[config.mk]
export PLATFORM = sky130hd
export DESIGN_NAME = ddr_wr_scheduler
export DESIGN_NICKNAME = d
export VERILOG_FILES = /design/src/rtl/ddr_wr_scheduler.sv
export SDC_FILE = /design/constraint.sdc
export NUM_CORES = 1
export LEC_CHECK = 0
export BUFFER_PORTS_ARGS = -buffer_cell sky130_fd_sc_hd__buf_2
export CAP_MARGIN = 20
export CORE_MARGIN = 4
export CORE_UTILIZATION = 55
export DETAILED_ROUTE_END_ITERATION = 8
export PLACE_DENSITY = 0.79
export SKIP_LAST_GASP = 1
export SLEW_MARGIN = 20
export SYNTH_ARGS = -nofsm -noshare
export SYNTH_HDL_FRONTEND = slang
export SYNTH_SLANG_ARGS = --single-unit
[constraint.sdc]
create_clock -name sys_clk_i -period 7.8 [get_ports sys_clk_i]
set_input_delay 0.39 -clock sys_clk_i [delete_from_list [all_inputs] [get_ports sys_clk_i]]
set_output_delay 0.39 -clock sys_clk_i [all_outputs]
set_load 0.01 [all_outputs]
[src/rtl/ddr_wr_scheduler.sv]
// Splits finished video lines into DDR write bursts of up to g_MAX_BURST beats,
// walking a contiguous line pointer through ping-pong frame buffers.
module ddr_wr_scheduler #(
    parameter int unsigned g_BEAT_BYTES     = 64,
    parameter int unsigned g_WORDS_PER_BEAT = 16,
    parameter int unsigned g_MAX_BURST      = 16
) (
    input  logic        sys_clk_i,
    input  logic        rst_i,
    input  logic        frame_valid_i,
    input  logic        line_done_i,
    input  logic [15:0] h_count_i,
    input  logic [31:0] base0_i,
    input  logic [31:0] base1_i,
    output logic        wr_req_o,
    output logic [31:0] wr_addr_o,
    output logic [7:0]  wr_len_o,
    input  logic        wr_ack_i,
    input  logic        wr_done_i,
    output logic        busy_o,
    output logic        buf_sel_o,
    output logic [15:0] line_cnt_o,
    output logic        overflow_o,
    output logic        frame_done_o
);

    localparam int unsigned REM_W   = 17;
    localparam int unsigned CNT_W   = 16;
    localparam int unsigned BURST_W = 9;

    typedef enum logic [1:0] {S_IDLE, S_REQ, S_WAIT_DONE} state_t;

    state_t             state_q, state_d;
    logic [REM_W-1:0]   beats_rem_q, beats_rem_d;
    logic [31:0]        ptr_q, ptr_d;
    logic [7:0]         wr_len_q, wr_len_d;
    logic               buf_sel_q, buf_sel_d;
    logic [CNT_W-1:0]   line_cnt_q, line_cnt_d;
    logic               overflow_q, overflow_d;
    logic               frame_done_q, frame_done_d;
    logic               start_pend_q, start_pend_d;
    logic               done_pend_q, done_pend_d;
    logic               fv_q;
    logic               wr_req_q;
    logic               busy_q;

    logic               fv_rise;
    logic [REM_W-1:0]   line_beats;
    logic [BURST_W-1:0] burst;

    function automatic logic [BURST_W-1:0] min_burst(input logic [REM_W-1:0] rem);
        if (rem > REM_W'(g_MAX_BURST)) begin
            return BURST_W'(g_MAX_BURST);
        end
        return BURST_W'(rem);
    endfunction

    function automatic logic [CNT_W-1:0] sat_inc(input logic [CNT_W-1:0] v);
        return (v == '1) ? v : v + CNT_W'(1);
    endfunction

    assign fv_rise    = frame_valid_i & ~fv_q;
    assign line_beats = (REM_W'(h_count_i) + REM_W'(g_WORDS_PER_BEAT - 1)) / REM_W'(g_WORDS_PER_BEAT);
    assign burst      = min_burst(beats_rem_q);

    // Next-state: line/burst sequencing, frame start handling and bookkeeping
    always_comb begin
        state_d      = state_q;
        beats_rem_d  = beats_rem_q;
        ptr_d        = ptr_q;
        wr_len_d     = wr_len_q;
        buf_sel_d    = buf_sel_q;
        line_cnt_d   = line_cnt_q;
        overflow_d   = overflow_q;
        frame_done_d = 1'b0;
        start_pend_d = start_pend_q;
        done_pend_d  = done_pend_q;

        case (state_q)
            S_IDLE: begin
                if (done_pend_q && !frame_valid_i) begin
                    frame_done_d = 1'b1;
                    done_pend_d  = 1'b0;
                end
                // A new frame applies before a coincident line_done is accepted
                if (fv_rise) begin
                    buf_sel_d    = ~buf_sel_q;
                    ptr_d        = buf_sel_q ? base0_i : base1_i;
                    line_cnt_d   = '0;
                    done_pend_d  = 1'b0;
                    start_pend_d = 1'b0;
                end
                if (line_done_i) begin
                    if (line_beats == '0) begin
                        line_cnt_d  = sat_inc(line_cnt_d);
                        done_pend_d = 1'b1;
                    end else begin
                        beats_rem_d = line_beats;
                        state_d     = S_REQ;
                    end
                end
            end
            S_REQ: begin
                if (line_done_i) overflow_d = 1'b1;
                if (fv_rise)     start_pend_d = 1'b1;
                if (wr_ack_i) begin
                    ptr_d       = ptr_q + 32'(burst) * 32'(g_BEAT_BYTES);
                    beats_rem_d = beats_rem_q - REM_W'(burst);
                    state_d     = S_WAIT_DONE;
                end
            end
            S_WAIT_DONE: begin
                if (line_done_i) overflow_d = 1'b1;
                if (fv_rise)     start_pend_d = 1'b1;
                if (wr_done_i) begin
                    if (beats_rem_q != '0) begin
                        state_d = S_REQ;
                    end else begin
                        line_cnt_d  = sat_inc(line_cnt_q);
                        done_pend_d = 1'b1;
                        state_d     = S_IDLE;
                        // Deferred frame start lands after this line is counted
                        if (start_pend_q || fv_rise) begin
                            buf_sel_d    = ~buf_sel_q;
                            ptr_d        = buf_sel_q ? base0_i : base1_i;
                            line_cnt_d   = '0;
                            done_pend_d  = 1'b0;
                            start_pend_d = 1'b0;
                        end
                    end
                end
            end
            default: state_d = S_IDLE;
        endcase

        if (state_d == S_REQ) begin
            wr_len_d = 8'(min_burst(beats_rem_d) - BURST_W'(1));
        end
    end

    always_ff @(posedge sys_clk_i) begin
        if (rst_i) begin
            state_q      <= S_IDLE;
            beats_rem_q  <= '0;
            ptr_q        <= base0_i;
            wr_len_q     <= '0;
            buf_sel_q    <= 1'b0;
            line_cnt_q   <= '0;
            overflow_q   <= 1'b0;
            frame_done_q <= 1'b0;
            start_pend_q <= 1'b0;
            done_pend_q  <= 1'b0;
            fv_q         <= 1'b0;
            wr_req_q     <= 1'b0;
            busy_q       <= 1'b0;
        end else begin
            state_q      <= state_d;
            beats_rem_q  <= beats_rem_d;
            ptr_q        <= ptr_d;
            wr_len_q     <= wr_len_d;
            buf_sel_q    <= buf_sel_d;
            line_cnt_q   <= line_cnt_d;
            overflow_q   <= overflow_d;
            frame_done_q <= frame_done_d;
            start_pend_q <= start_pend_d;
            done_pend_q  <= done_pend_d;
            fv_q         <= frame_valid_i;
            wr_req_q     <= (state_d == S_REQ);
            busy_q       <= (state_d != S_IDLE);
        end
    end

    assign wr_req_o     = wr_req_q;
    assign wr_addr_o    = ptr_q;
    assign wr_len_o     = wr_len_q;
    assign busy_o       = busy_q;
    assign buf_sel_o    = buf_sel_q;
    assign line_cnt_o   = line_cnt_q;
    assign overflow_o   = overflow_q;
    assign frame_done_o = frame_done_q;

endmodule

**Word-level counts from Yosys, hierarchy flattened**

Cells that the tools add are included.

- Add/sub/neg operators: 6
- $lt $le $gt $ge: 2
- Eq/ne operators: 15
- Muxes and demuxes: 56
- Bitwise logic cells: 4
- Reduce and logical (&&, ||, !) cells: 18

Operator list:

| cell | count |
|---|---|
| $mux 32 | 7 |
| $mux 16 | 9 |
| $pmux 32 s3 | 1 |
| $mux 17 | 3 |
| $gt 17x5->1 const B | 2 |
| $pmux 17 s2 | 1 |
| $add 16x1->16 const B | 2 |
| $add 32x15->32 | 1 |
| $eq 16x16->1 const B | 2 |
| $pmux 16 s2 | 1 |
| $mux 8 | 3 |
| $mux 1 | 21 |
| $mux 9 | 2 |
| $ne 3x3->1 const B | 6 |
| $add 16x4->17 const B | 1 |
| $logic_not 17->1 | 1 |
| $reduce_bool 17->1 | 1 |
| $sub 17x9->17 | 1 |
| $mux 2 | 4 |
| $ne 2x2->1 const B | 4 |
| $sub 8x1->8 const B | 1 |
| $pmux 2 s3 | 1 |
| $reduce_and 6->1 | 1 |
| $reduce_and 5->1 | 1 |
| other kinds (17) | 24 |

- Register bits: 83
- Input port bits: 86
- Output and inout bits: 61
- Word-level logic and storage cells: 114

**Logic depth before layout (Yosys ltp)**

- Depth after elaboration: 12
- Mapped depth: 19
- Mapped depth without buffers: 18

**Worst setup path after synthesis**

Ideal clock, no wire load.

- Path type: register -> register
- Start: reg beats_rem_q[12]
- End: reg ptr_q[22] (netlist: wr_addr_o[22]) (data pin)
- Library setup time: 0.270 ns
- Arrival: 3.095 ns
- Required time: 7.530 ns
- Setup slack: 4.435 ns
- Cell stages (with the launch flop): 16
- Path buffers: 0
- Clock period less this slack: 3.365 ns
- Cell sequence: dfxtp_1 -> nor4_4 -> and4_1 -> and2_1 -> ha_1 -> inv_1 -> fa_1 -> nor2b_1 -> o21ai_0 -> a21boi_0 -> o21ai_0 -> a21boi_0 -> o21ai_1 -> a211oi_1 -> xnor2_1 -> a21oi_1

- Cells in the longest elaborated chain, start to end: 7

RTL lines:

| item | RTL line | source |
|---|---|---|
| from (decl) | 34 | `logic [REM_W-1:0] beats_rem_q, beats_rem_d;` |
| from (signal assigned) | 158 | `beats_rem_q <= beats_rem_d;` |
| $gt 17x5->1 | 52 | `if (rem > REM_W'(g_MAX_BURST)) begin` |
| $mux 1 | 52 |  |
| $mux 9 | 55 | `return BURST_W'(rem);` |
| $add 32x15->32 | 107 | `ptr_d = ptr_q + 32'(burst) * 32'(g_BEAT_BYTES);` |
| $mux 32 | 106 | `if (wr_ack_i) begin` |
| $pmux 32 s3 | 79 | `case (state_q)` |
| $mux 32 | 142 | `if (rst_i) begin` |
| to (signal assigned) | 145 | `ptr_q <= base0_i;` |
| to (signal assigned) | 159 | `ptr_q <= ptr_d;` |
| to (decl) | 35 | `logic [31:0] ptr_q, ptr_d;` |

No other way between the ends. The select of a mux whose other input is x is not followed.
A chain may end at the register's enable or synchronous reset.

**Worst setup path in the final report**

- Start: reg beats_rem_q[12]
- End: reg ptr_q[24] (netlist: wr_addr_o[24]) (data pin)

Same word-level chain as after synthesis.

==> qor.csv <==
stage,metric,value,unit
route,drc violations,0,
power_and_ir_drop,Final Power,0.00146,W
grt,initial antenna violation count,0,
synthesis,"Seq/Total Area, Yosys",0.327,
power_and_ir_drop,sequential power share,0.407,
power_and_ir_drop,Leakage,2.89,nW
cts,H-tree levels,3,
place,GP Congestion,0.956,
sta,max_slew headroom,0.411,
power_and_ir_drop,sw frac,0.406,
worst_setup_path,Worst Path Arrival,4.16,ns
synthesis,leading register cell type out of synthesis,dfxtp_1,
worst_setup_path,slowest cell on the critical path,nor4_4,
run_status,status,finished clean,
synthesis,synthesized area,0.00605,mm²
cts,worst-skew pair later-pin latency,0.38,ns
finish,share of cells above drive strength 1,0.212,
cts,post-CTS setup buffers,0,
synthesis,Unique masters post-synth,77,
worst_setup_path,"delay-heaviest family, CP",compound AO/OA/AOI/OAI gates,
cts,Clock transition at path regs,0.10,ns
synthesis,Synth area leaders,"dfxtp_1, edfxtp_1, nand2_1",
finish,Area growth syn-to-layout,16.5,%
worst_setup_path,R2R depth,15,
power_and_ir_drop,Internal,0.000866,W
worst_setup_path,worst-path maximum fanout,8,
grt,pin count of the biggest net entering global routing,53,
sta,RSZ-0062 raised after global routing,false,
worst_setup_path,CP Launch Type,flip-flop,
worst_setup_path,RR Endpoint,wr_addr_o[24]$_DFFE_PP_,
place,HPWL Detailed,13600,µm
worst_setup_path,endpoint class of the critical path,flip-flop,
sta,final worst path period need,4.03,ns
floorplan,Core Footprint,0.0108,mm²
power_and_ir_drop,Pwr per Cell Area,207,mW/mm²
synthesis,syn avg cell area,7.93,µm²
worst_setup_path,Worst R2R Setup Slack,3.77,ns
power_and_ir_drop,Clock power frac,0.215,
sta,skew final,0.00943,ns
worst_setup_path,WP depth,15,
finish,Filler cells,937,
synthesis,YS warnings,0,
route,Wirelength per Cell,18.0,µm
cts,CTS Root Cell,clkbuf_8,
route,DR vias,6597,
sta,fmax,0.248,GHz
cts,CTS Buffer Depth,2,
worst_setup_path,"critical path, cell by cell","nor4_4, and4_1, and2_1, ha_1, inv_1, fa_1, nor2b_1, o21ai_0, a21boi_0, o21ai_0, a21boi_0, o21ai_1, a211oi_1, xnor2_1, o21ai_0",
synthesis,Post-synth EDFFs,32,
sta,final setup vio count,0,
cts,hold_buf cts,0,
worst_setup_path,CP max stage delay,0.45,ns
sta,setup TNS,0,ns
finish,"non-filler cells, final",1030,
grt,Tot GR Track Use,0.288,
worst_setup_path,most frequent CP cell,o21ai_0,
power_and_ir_drop,sw power,0.000592,W
cts,post_cts resized,0,
synthesis,asr flop ratio synth,0,
route,Vias/cell,6.40,
worst_setup_path,Worst setup endpoint,wr_addr_o[24]$_DFFE_PP_,
route,final WL,18500,µm
worst_setup_path,origin of the critical flop-to-flop path,beats_rem_q[12]$_SDFF_PP0_,
route,remaining antenna violation count after routing,0,
floorplan,DIE HEIGHT,113,µm
floorplan,Horiz. Die Dim,113,µm
route,initial DRC count,615,
cts,CTS tree,done,
sta,final hold violations,0,
synthesis,area share of the largest cell type after synthesis,0.169,
grt,via count of the first global-routing pass,6278,
sta,final worst-path cycle share,0.516,
worst_setup_path,Crit. Startpoint,beats_rem_q[12]$_SDFF_PP0_,
finish,nets,990,
sta,Slew Limit Fails,0,
grt,first-pass GRT wire length,30700,µm
floorplan,die area,0.0127,mm²
floorplan,io pins,147,
worst_setup_path,WP data required,7.93,ns
synthesis,number of synthesized register bits,83,
sta,Worst Tran Pin Value,0.881,ns
floorplan,Starting Density,0.561,
synthesis,cells after synthesis,763,
cts,Sink Count,83,
route,drt pass-1 iters,6,
run,Max Cap Viol,0,
hold_path,HP Class,input pin to flip-flop,
worst_setup_path,crit path buf inv count,1,
worst_setup_path,WS Path Type,flip-flop to flip-flop,
cts,CTS Buf Count,9,
grt,gr ovfl total,0,
finish,antenna cells,0,
place,Cells after DPL,1014,
power_and_ir_drop,VDD IR-drop max,99.8,µV
power_and_ir_drop,Logic pwr share,0.377,
place,Buffers on Ports,146,
floorplan,Rows,38,
synthesis,post-synth top area cell,dfxtp_1,
## sequential cells by signal, summed over array words and instances (netlist names)
name / count
done_pend_q: 1
beats_rem_q: 17
overflow_o: 1
state_q: 2
buf_sel_o: 1
wr_req_o: 1
frame_done_o: 1
busy_o: 1
start_pend_q: 1
wr_len_o: 8
fv_q: 1
line_cnt_o: 16
wr_addr_o: 32
## power by group through the flow
stage	clock [W]	sequential, W	combinational [W]
2_1_floorplan	0	0.000602	0.000356
3_3_place_gp	0	0.000599	0.000527
3_5_place_dp	0	0.000601	0.000539
4_1_cts	0.000320	0.000592	0.000541
5_1_grt	0.000337	0.000601	0.000608
6_report	0.000314	0.000594	0.000550
## cell usage in the layout, fill, tap and decap left out, types with 13 or more instances in the layout
master,synthesis,final
nand2_1,77,77
o21ai_0,50,50
nor2_1,67,67
a21oi_1,54,54
xor2_1,13,13
inv_1,24,24
nor3_1,24,24
ha_1,18,18
buf_2,1,146
a22oi_1,16,16
dfxtp_1,51,51
xnor2_1,25,25
nor4_1,13,13
nand4_1,15,15
nand3_1,32,32
edfxtp_1,32,32
o22ai_1,28,28
## how the worst min path moves through the flow
stage	start	endpoint	slack [ns]	cells after the start
6_report	frame_valid_i	frame_done_o$_SDFF_PP0_	0.23	2
5_1_grt	frame_valid_i	frame_done_o$_SDFF_PP0_	0.24	2
4_1_cts	frame_valid_i	frame_done_o$_SDFF_PP0_	0.22	2
3_5_place_dp	done_pend_q$_SDFFE_PP0P_	frame_done_o$_SDFF_PP0_	0.45	2
3_3_place_gp	wr_len_o[5]$_SDFFE_PP0P_	wr_len_o[5]$_SDFFE_PP0P_	0.45	2
2_1_floorplan	done_pend_q$_SDFFE_PP0P_	frame_done_o$_SDFF_PP0_	0.43	2
## metrics by stage
stage                      util  setup WS, ns  instance area [µm²]  hold slack (ns)
after floorplan               -          4.43                 6070            0.428
after global placement    0.635          4.10                 6860            0.447
after detailed placement  0.635          3.84                 6860            0.452
after CTS                 0.653          3.82                 7050            0.219
after global routing      0.653          3.43                 7050            0.243
final                     0.653          3.77                 7050            0.234
## Yosys cell counts, drive strengths merged, types with 6 or more instances
cell type and count:
nor2 67, nand3 33, inv 25, a22oi 16
or3 6, nor2b 7, a21o 6, edfxtp 32
a211oi 11, buf 7, nand2 77, o22ai 28
nor3 25, nand2b 8, and2 12, ha 18
and3 11, xor2 13, nand4 15, a21oi 54
xnor2 25, o2bb2ai 12, nor4 14, clkbuf 42
a221oi 12, a31oi 9, dfxtp 51, o21ai 51
## layer usage
| metal | global-route usage | wire (µm) | vias to the layer above |
|---|---|---|---|
| met5 | 0 | 0 | - |
| met4 | 0.0970 | 285 | 0 |
| met2 | 0.481 | 8990 | 347 |
| li1 | - | - | 3119 |
| met3 | 0.0422 | 1390 | 35 |
| met1 | 0.384 | 7850 | 3096 |
## cell families after synthesis
group / after synthesis / synth area share
adder cells (fa/ha/maj): 19 / 0.0405
flip-flops: 83 / 0.327
XOR/XNOR: 38 / 0.0550
buffers and inverters: 74 / 0.0473
multiplexers: 5 / 0.00848
other: 2 / 0.00124
AND/OR/NAND/NOR: 294 / 0.245
AO/OA/AOI/OAI: 248 / 0.275
## final cells by class
type / count / area [µm²] / area share
flip-flops and latches: 83 / 1980 / 0.281
clock inverters: 7 / 71.3 / 0.0101
repair buffers: 156 / 806 / 0.114
multi-input cells: 610 / 3800 / 0.539
well taps: 140 / 175 / 0.0248
clock buffers: 9 / 124 / 0.0176
inverters: 25 / 93.8 / 0.0133
Note: power is estimated with default switching activity, not from simulation.
